===== src/rtl/fp_div_seq.sv =====
// fp_div_seq: sequential divider for the 22-bit float format
//   (s[21], e[20:16] bias 15, f[15:0] unsigned 1.15 with f[15]=1).
//   Radix-2 restoring division of the mantissas, fixed 18-cycle latency,
//   one operation in flight.
// Ports:
//   clk, rst          clock, asynchronous active-high reset
//   i_start           request, accepted only while o_busy==0
//   i_a, i_b          dividend / divisor, sampled on the accepting edge
//   o_busy            high from the accepting edge until the o_valid edge
//   o_valid           one-cycle pulse, o_c / o_div0 valid
//   o_c               quotient, held until the next o_valid
//   o_div0            divisor was zero, held with o_c
module fp_div_seq (
  input  logic        clk,
  input  logic        rst,
  input  logic        i_start,
  input  logic [21:0] i_a,
  input  logic [21:0] i_b,
  output logic        o_busy,
  output logic        o_valid,
  output logic [21:0] o_c,
  output logic        o_div0
);

  localparam int unsigned FW       = 16;  // mantissa width
  localparam int unsigned EW       = 5;   // exponent width
  localparam int unsigned XW       = 7;   // signed working exponent width
  localparam int unsigned CW       = 5;   // iteration counter width
  localparam int unsigned BIAS     = 15;
  localparam logic [CW-1:0] LAST_CNT = CW'(16);

  typedef enum logic [1:0] {S_IDLE, S_CALC, S_NORM} state_t;

  state_t               r_state, w_state_nxt;
  logic                 r_sign, w_sign_nxt;
  logic signed [XW-1:0] r_exp_t, w_exp_nxt;
  logic [FW:0]          r_rem, w_rem_nxt;
  logic [FW-1:0]        r_den, w_den_nxt;
  logic [FW:0]          r_quo, w_quo_nxt;
  logic [CW-1:0]        r_cnt, w_cnt_nxt;
  logic                 r_a_zero, w_a_zero_nxt;
  logic                 r_b_zero, w_b_zero_nxt;
  logic                 w_busy_nxt, w_valid_nxt, w_div0_nxt;
  logic [21:0]          w_c_nxt;

  logic                 w_ge;
  logic [FW:0]          w_diff, w_sub;
  logic signed [XW-1:0] w_exp_fin;
  logic [21:0]          w_sat;

  // One restoring step: trial subtract of the divisor from the partial remainder
  assign w_ge   = r_rem >= {1'b0, r_den};
  assign w_diff = r_rem - {1'b0, r_den};
  assign w_sub  = w_ge ? w_diff : r_rem;

  // Quotient lies in (0.5, 2): drop one exponent when the integer bit is clear
  assign w_exp_fin = r_quo[FW] ? r_exp_t : r_exp_t - XW'(1);
  assign w_sat     = {r_sign, {EW{1'b1}}, {FW{1'b1}}};

  // Next-state and next-register values
  always_comb begin
    w_state_nxt  = r_state;
    w_sign_nxt   = r_sign;
    w_exp_nxt    = r_exp_t;
    w_rem_nxt    = r_rem;
    w_den_nxt    = r_den;
    w_quo_nxt    = r_quo;
    w_cnt_nxt    = r_cnt;
    w_a_zero_nxt = r_a_zero;
    w_b_zero_nxt = r_b_zero;
    w_busy_nxt   = o_busy;
    w_valid_nxt  = 1'b0;
    w_c_nxt      = o_c;
    w_div0_nxt   = o_div0;

    case (r_state)
      S_IDLE: begin
        if (i_start) begin
          w_sign_nxt   = i_a[21] ^ i_b[21];
          w_exp_nxt    = XW'({2'b00, i_a[20:16]}) - XW'({2'b00, i_b[20:16]}) + XW'(BIAS);
          w_rem_nxt    = {1'b0, i_a[FW-1:0]};
          w_den_nxt    = i_b[FW-1:0];
          w_quo_nxt    = '0;
          w_cnt_nxt    = '0;
          w_a_zero_nxt = (i_a[20:16] == '0);
          w_b_zero_nxt = (i_b[20:16] == '0);
          w_busy_nxt   = 1'b1;
          w_state_nxt  = S_CALC;
        end
      end

      S_CALC: begin
        w_quo_nxt = {r_quo[FW-1:0], w_ge};
        // Remainder after subtraction is below the divisor, so the top bit is free
        w_rem_nxt = {w_sub[FW-1:0], 1'b0};
        w_cnt_nxt = r_cnt + CW'(1);
        if (r_cnt == LAST_CNT) begin
          w_state_nxt = S_NORM;
        end
      end

      S_NORM: begin
        w_valid_nxt = 1'b1;
        w_busy_nxt  = 1'b0;
        w_div0_nxt  = 1'b0;
        w_state_nxt = S_IDLE;
        if (r_b_zero) begin
          w_c_nxt    = w_sat;
          w_div0_nxt = 1'b1;
        end else if (r_a_zero || (w_exp_fin <= 0)) begin
          w_c_nxt = '0;
        end else if (w_exp_fin >= XW'(31)) begin
          w_c_nxt = w_sat;
        end else begin
          w_c_nxt = {r_sign, w_exp_fin[EW-1:0],
                     r_quo[FW] ? r_quo[FW:1] : r_quo[FW-1:0]};
        end
      end

      default: begin
        w_state_nxt = S_IDLE;
        w_busy_nxt  = 1'b0;
      end
    endcase
  end

  // State and datapath registers
  always_ff @(posedge clk or posedge rst) begin
    if (rst) begin
      r_state  <= S_IDLE;
      r_sign   <= 1'b0;
      r_exp_t  <= '0;
      r_rem    <= '0;
      r_den    <= '0;
      r_quo    <= '0;
      r_cnt    <= '0;
      r_a_zero <= 1'b0;
      r_b_zero <= 1'b0;
      o_busy   <= 1'b0;
      o_valid  <= 1'b0;
      o_c      <= '0;
      o_div0   <= 1'b0;
    end else begin
      r_state  <= w_state_nxt;
      r_sign   <= w_sign_nxt;
      r_exp_t  <= w_exp_nxt;
      r_rem    <= w_rem_nxt;
      r_den    <= w_den_nxt;
      r_quo    <= w_quo_nxt;
      r_cnt    <= w_cnt_nxt;
      r_a_zero <= w_a_zero_nxt;
      r_b_zero <= w_b_zero_nxt;
      o_busy   <= w_busy_nxt;
      o_valid  <= w_valid_nxt;
      o_c      <= w_c_nxt;
      o_div0   <= w_div0_nxt;
    end
  end

endmodule


===== config.mk =====
export PLATFORM = sky130hd
export DESIGN_NAME = fp_div_seq
export DESIGN_NICKNAME = d
export VERILOG_FILES = /design/src/rtl/fp_div_seq.sv
export SDC_FILE = /design/constraint.sdc
export NUM_CORES = 1
export LEC_CHECK = 0
export CORE_MARGIN = 1
export CORE_UTILIZATION = 52
export CTS_BUF_LIST = sky130_fd_sc_hd__clkbuf_16
export DETAILED_ROUTE_END_ITERATION = 10
export PLACE_DENSITY = 0.76
export SYNTH_ARGS = -nofsm -noshare
export SYNTH_HDL_FRONTEND = slang
export SYNTH_SLANG_ARGS = --single-unit

===== constraint.sdc =====
create_clock -name clk -period 5.1 [get_ports clk]
set_input_delay 1.02 -clock clk [delete_from_list [all_inputs] [get_ports clk]]
set_output_delay 1.02 -clock clk [all_outputs]
set_load 0.02 [all_outputs]

==> results.py, run 1 <==
metrics = {
    "worst_setup_path": {
        "worstReg2RegEnd": "o_c[16]$_DFFE_PP0P_",
        "crit_path_end": "o_c[16]$_DFFE_PP0P_",
        "crit_path_max_fanout": 23,
        "r2r-start": "r_quo[16]$_DFFE_PP0P_",
        "end_kind": "flop",
        "worstSetupStartpoint": "r_quo[16]$_DFFE_PP0P_",
        "critPathLaunchType": "flop",
        "rr_worst_depth": 8,
        "arrival_ns": 3.56,
        "crit_type": "flop to flop",
        "required_ns": 5.28,
        "r2r_slack_ns": 1.71,
    },
    "synth": {
        "synth_compound_area_share_pct": 20.6,
        "synth_top_family_by_area": "compound AO/OA/AOI/OAI gates",
        "synth_mux_area_share_pct": 5.41,
        "synth_cells": 549,
        "syn_area_sq_um": 5230,
        "synth-async-reset-ratio_pct": 100,
        "ys_types": 58,
        "ys_ff_latch": 92,
        "synth_warnings": 0,
        "synth_edf_count": 0,
        "synth_xor_area_share_pct": 3.85,
        "synth_fp_nets": 623,
        "synthAdderAreaFrac_pct": 6.75,
        "yosysSeqAreaShare_pct": 44.0,
        "synth_area_per_cell_sq_um": 9.52,
        "synth-simple-area-share_pct": 14.4,
        "ys.flop_type": "dfrtp_1",
    },
    "floorplan": {
        "coreArea_sq_um": 9770,
        "die_y_microns": 102,
        "std_cell_rows": 36,
        "die_w_microns": 102,
        "die_area_sq_um": 10500,
        "start_util_pct": 53.5,
        "ioPinCount": 72,
    },
    "power": {
        "ir_drop_uv": 403,
        "p_per_area_nw_per_um2": 731,
        "leakagePower_nw": 2.78,
    },
    "flow_run": {
        "maxCapViolations": 0,
    },
    "layout": {
        "antennaDiodeCount": 0,
        "mostFrequentLayoutCell": "dfrtp_1",
        "area_delta_synth_final_pct": 20.8,
        "multi_input_comb_area_sq_um": 2670,
        "seq_area_sq_um": 2300,
        "nNetsFinal": 683,
        "nFillCells": 799,
        "drive_gt1_share_pct": 6.03,
        "fin_util_pct": 64.6,
        "layout_common_cells": "dfrtp_1, nand2_1, clkdlybuf4s50_1",
    },
    "detailed_routing": {
        "drc_errors": 0,
        "drt_iter0_markers": 209,
        "antenna_left": 0,
        "vias": 4307,
        "wirelength_microns": 11500,
        "viasPerCell": 5.77,
        "drt_first_pass_iters": 5,
        "detail_route.wl_per_cell_microns": 15.4,
    },
    "sta": {
        "hold_viol": 0,
        "setup_viol": 0,
        "tns_ns": 0,
        "timing.final.max_slew_violations": 0,
        "skew_ns": 0.00725,
        "min_period_over_period_pct": 66.4,
        "whs_ns": 0.488,
        "tightest_slew_ns": 0.976,
        "rsz0062_at_grt": "false",
        "fin_crit_ns": 3.39,
        "slew_headroom_pct": 34.9,
        "fmaxAchievable_ghz": 0.295,
    },
    "grt": {
        "antenna_found_initial": 0,
        "grt_pass1_wl_microns": 19400,
        "track_usage_pct": 23.5,
        "first_global_vias": 4232,
        "grt_max_degree": 49,
        "grt_overflow": 0,
    },
    "clock_tree": {
        "cts_tree": "done",
        "cts_buffers": 9,
        "cts_root_buffer": "clkbuf_16",
        "clkSlewWorstSetupHoldPaths_ns": 0.06,
        "cts_sinks": 92,
        "clock_latency_ns": 0.34,
        "post-cts-setup-buffers": 0,
        "cts.path.max_buffers": 2,
        "cts_resized": 0,
        "cts_hold_buf": 0,
        "htree_levels": 3,
    },
    "place": {
        "io_buffer_count": 71,
        "hpwl_microns": 8080,
        "gp_congestion": 0.869,
    },
    "worst_hold_path": {
        "hp-class": "flop to flop",
        "hold_path_depth": 2,
    },
    "status": {
        "status": "completed",
    },
}
-- per-layer routing --
layer	up-vias	global-route usage, %	share of wire (%)	routed length, microns
met1	2056	31.0	44	5100
met2	141	39.9	49	5600
met3	28	2.53	4.5	522
li1	2082	-	-	-
met4	0	9.45	2.4	278
met5	-	0	0	0
-- Yosys cell counts (3+ instances only) --
master | instances | area (sq um)
dfrtp_1 | 92 | 2300
nand2_1 | 72 | 270
o21ai_0 | 42 | 210
inv_1 | 38 | 143
a21oi_1 | 33 | 165
mux2i_1 | 26 | 260
ha_1 | 25 | 313
nor2_1 | 22 | 82.6
clkbuf_1 | 19 | 71.3
a22o_1 | 17 | 149
xnor2_1 | 14 | 123
nor2b_1 | 11 | 68.8
o211ai_2 | 10 | 125
xor2_1 | 9 | 78.8
nand3_1 | 8 | 40.0
and3_1 | 7 | 43.8
nand2b_1 | 7 | 43.8
nor3_1 | 7 | 35.0
o211ai_1 | 7 | 52.6
nand4_1 | 6 | 37.5
o21ai_1 | 6 | 30.0
o21a_1 | 5 | 37.5
o22ai_1 | 5 | 31.3
a21o_1 | 4 | 30.0
a221o_1 | 4 | 40.0
or3_1 | 4 | 25.0
nor4_1 | 3 | 18.8
o31a_1 | 3 | 26.3
o31ai_1 | 3 | 22.5
-- how the worst min path moves through the flow --
stage | from | to | slack, ns
after floorplan | r_a_zero$_DFFE_PP0P_ | r_a_zero$_DFFE_PP0P_ | 0.45
after global placement | o_c[17]$_DFFE_PP0P_ | o_c[17]$_DFFE_PP0P_ | 0.46
after detailed placement | o_c[21]$_DFFE_PP0P_ | o_c[21]$_DFFE_PP0P_ | 0.48
after CTS | o_c[21]$_DFFE_PP0P_ | o_c[21]$_DFFE_PP0P_ | 0.49
after global routing | o_c[18]$_DFFE_PP0P_ | o_c[18]$_DFFE_PP0P_ | 0.52
final | o_c[21]$_DFFE_PP0P_ | o_c[21]$_DFFE_PP0P_ | 0.49
-- worst max-delay path, stage by stage (launching register included) --
cell	delay, ns
dfrtp_1	0.73
or4_4	0.67
nor3_2	0.14
xnor2_1	0.19
nand2_1	0.14
o221ai_2	0.19
buf_4	0.30
or2_1	0.65
o311ai_1	0.21
-- where the power goes --
group	internal (mW)	total, mW	leakage (nW)	switching (mW)
combinational	1.19	2.59	1.50	1.40
sequential	1.08	1.36	1.13	0.287
clock	0.379	0.666	0.149	0.287
total	2.64	4.62	2.78	1.97
-- final cells by class --
class / count / share of cell area, %
Clock buffer: 9 / 3.57
Clock inverter: 7 / 1.07
Inverter: 38 / 2.28
Multi-Input combinational cell: 393 / 42.3
Sequential cell: 92 / 36.5
Tap cell: 133 / 2.63
Timing Repair Buffer: 75 / 11.7
-- state kept, by name, summed over array words and instances, names as in the netlist, 2 cells and up --
name / flops
o_c: 22
r_cnt: 5
r_den: 16
r_exp_t: 7
r_quo: 17
r_rem: 17
r_state: 2
-- cells by family after synthesis --
| family | after synthesis |
|---|---|
| compound gates | 157 |
| buf+inv | 64 |
| xor+xnor | 23 |
| flops | 92 |
| mux | 28 |
| simple gates | 158 |
| fa+ha+maj | 27 |
-- metrics by stage --
step                instances  setup WS, ns  power [mW]  instance area, sq um
global route              747          1.42        4.98                  6320
floorplan                 549          1.69        3.24                  5230
finish                    747          1.71        4.62                  6320
detailed placement        731          1.68        3.91                  6020
global placement          731          1.86        3.81                  6020
CTS                       747          1.69        4.61                  6320
(Power assumes the default switching activity.)
==> inputs of run 2 (changes only) <==
--- a/config.mk
+++ b/config.mk
@@ -6,10 +6,10 @@
 export NUM_CORES = 1
 export LEC_CHECK = 0
 export CORE_MARGIN = 1
-export CORE_UTILIZATION = 52
+export CORE_UTILIZATION = 50
 export CTS_BUF_LIST = sky130_fd_sc_hd__clkbuf_16
 export DETAILED_ROUTE_END_ITERATION = 10
-export PLACE_DENSITY = 0.76
+export PLACE_DENSITY = 0.77
 export SYNTH_ARGS = -nofsm -noshare
 export SYNTH_HDL_FRONTEND = slang
 export SYNTH_SLANG_ARGS = --single-unit
==> constraint.sdc (replaced) <==
create_clock -name clk -period 3 [get_ports clk]
set_input_delay 0.6 -clock clk [delete_from_list [all_inputs] [get_ports clk]]
set_output_delay 0.6 -clock clk [all_outputs]
set_load 0.02 [all_outputs]
==> run 2 against run 1 <==
Compared with the run above:
- combinational power rose by 76%
- global-route usage down 0.64 points
- worst hold slack got worse by 0.014 ns
- wire length grew 2.9%
- die area increased by 3.9%
- critical path depth up 1
- critical endpoint is now r_rem[8]$_DFFE_PP0P_
- highest routed layer unchanged
==> results.py, run 2 (synthesis results as in run 1) <==
metrics = {
    "floorplan": {
        "start_util_pct": 52.5,
        "coreArea_sq_um": 9950,
        "ioPinCount": 72,
        "die_w_microns": 104,
        "std_cell_rows": 36,
        "die_area_sq_um": 10900,
        "die_y_microns": 104,
    },
    "worst_hold_path": {
        "hp-class": "flop to flop",
    },
    "grt": {
        "grt_overflow": 0,
        "grt_max_degree": 49,
        "grt_pass1_wl_microns": 20100,
        "antenna_found_initial": 0,
        "first_global_vias": 4260,
        "track_usage_pct": 22.9,
    },
    "place": {
        "io_buffer_count": 71,
        "placed_area_sq_um": 6130,
        "gp_congestion": 0.883,
        "hpwl_microns": 8580,
    },
    "worst_setup_path": {
        "critPathLaunchType": "flop",
        "arrival_ns": 2.98,
        "path_buf_inv": 1,
        "required_ns": 3.19,
        "crit_type": "flop to flop",
        "crit_path_max_fanout": 9,
        "crit_path_cell_trace": "ha_1, a21oi_1, nor2b_1, o31ai_1, a31o_1, o21a_1, buf_4, mux2i_1, a21oi_1",
        "cp_common_cell": "a21oi_1",
        "cp_slowest_cell": "o21a_1",
        "crit_family": "compound AO/OA/AOI/OAI gates",
        "end_kind": "flop",
        "crit_path_max_incr_delay_ns": 0.42,
    },
    "layout": {
        "finalInstanceArea_sq_um": 6450,
        "reg.largest.list": "o_c (22), r_quo (17), r_rem (17)",
        "drive_gt1_share_pct": 8.13,
        "layout_common_cells": "dfrtp_1, nand2_1, clkdlybuf4s50_1",
        "mostFrequentLayoutCell": "dfrtp_1",
        "nFillCells": 806,
        "fin_util_pct": 64.8,
        "multi_input_comb_area_sq_um": 2670,
        "largest-register": "o_c",
        "antennaDiodeCount": 0,
        "largest_reg_flops": 22,
        "area_delta_synth_final_pct": 23.3,
        "seq_area_sq_um": 2300,
        "nNetsFinal": 696,
    },
    "clock_tree": {
        "cts_hold_buf": 0,
        "htree_levels": 3,
        "clkSlewWorstSetupHoldPaths_ns": 0.06,
        "cts.path.max_buffers": 2,
        "cts_buffers": 9,
        "cts_tree": "done",
        "clock_latency_ns": 0.34,
        "cts_root_buffer": "clkbuf_16",
        "cts_sinks": 92,
    },
    "detailed_routing": {
        "antenna_left": 0,
        "viasPerCell": 5.68,
        "vias": 4313,
        "drt_iter0_markers": 186,
        "drc_errors": 0,
        "detail_route.wl_per_cell_microns": 15.6,
        "drt_first_pass_iters": 4,
        "wirelength_microns": 11800,
    },
    "sta": {
        "hold_viol": 0,
        "tns_ns": 0,
        "fin_crit_ns": 2.79,
        "fmaxAchievable_ghz": 0.358,
        "rsz0062_at_grt": "false",
        "tightest_slew_ns": 0.801,
        "min_period_over_period_pct": 93.1,
        "setup_viol": 0,
        "slew_headroom_pct": 46.4,
        "skew_ns": 0.00392,
        "timing.final.max_slew_violations": 0,
    },
    "flow_run": {
        "maxCapViolations": 0,
    },
    "power": {
        "power_mw": 8.05,
        "leakagePower_nw": 2.85,
        "ir_drop_uv": 647,
        "p_per_area_nw_per_um2": 1250,
    },
    "status": {
        "status": "completed",
    },
}
run 2: cell count changes in the layout (fill, tap and decap cells not counted), sizes merged:
cell	previous run	this run
clkinvlp	1	0
inv	41	38
bufinv	1	2
buf	4	17
clkinv	2	5
run 2: layout make-up:
cell class                 instances  share of cell area, %
multi-input combinational        393                   41.4
sequential                        92                   35.7
timing repair buffer              88                   13.2
clock buffer                       9                   3.49
tap                              133                   2.58
inverter                          38                   2.23
clock inverter                     7                   1.40
run 2: what timing repair did:
item | 4_1_cts | 5_1_grt
setup buffers | 0 | 0
gates resized for setup | 0 | 1
setup endpoints to repair | 0 | 2
run 2: worst reg2reg max path, stage by stage, from the launching register on:
cell and delay, ns:
dfrtp_1 0.41, ha_1 0.37, a21oi_1 0.18, nor2b_1 0.09
o31ai_1 0.38, a31o_1 0.25, o21a_1 0.42, buf_4 0.25
mux2i_1 0.22, a21oi_1 0.08
run 2: per-stage QoR:
stage	hold slack (ns)	cells	worst slack (ns)
global route	0.502	760	0.0200
detailed placement	0.469	744	0.219
CTS	0.483	760	0.208
floorplan	0.447	549	0.00804
global placement	0.462	744	0.278
finish	0.474	760	0.208
run 2: path summary, 6_finish.rpt:
check / start / endpoint / slack (ns) / depth (start not counted)
max in group asynchronous: rst / o_c[19]$_DFFE_PP0P_ / 1.82 / 3
hold / removal: o_c[17]$_DFFE_PP0P_ / o_c[17]$_DFFE_PP0P_ / 0.47 / 2
hold reg to reg: o_c[17]$_DFFE_PP0P_ / o_c[17]$_DFFE_PP0P_ / 0.47 / 2
setup reg to reg: r_rem[3]$_DFFE_PP0P_ / r_rem[8]$_DFFE_PP0P_ / 0.21 / 9
min in group asynchronous: rst / r_quo[2]$_DFFE_PP0P_ / 0.56 / 2
setup / recovery: r_rem[3]$_DFFE_PP0P_ / r_rem[8]$_DFFE_PP0P_ / 0.21 / 9
run 2: where the power goes:
group,total [mW],internal [mW],switching [mW]
Sequential,2.29,1.83,0.458
Clock,1.21,0.727,0.479
Combinational,4.55,2.12,2.43
Total,8.05,4.68,3.37
run 2: per-layer routing:
| metal | share of wire, % | GRT usage (%) | up-vias |
|---|---|---|---|
| li1 | - | - | 2105 |
| met1 | 44 | 29.7 | 2075 |
| met2 | 50 | 38.6 | 117 |
| met3 | 4.2 | 3.01 | 16 |
| met4 | 1.6 | 9.59 | 0 |
| met5 | 0 | 0 | - |
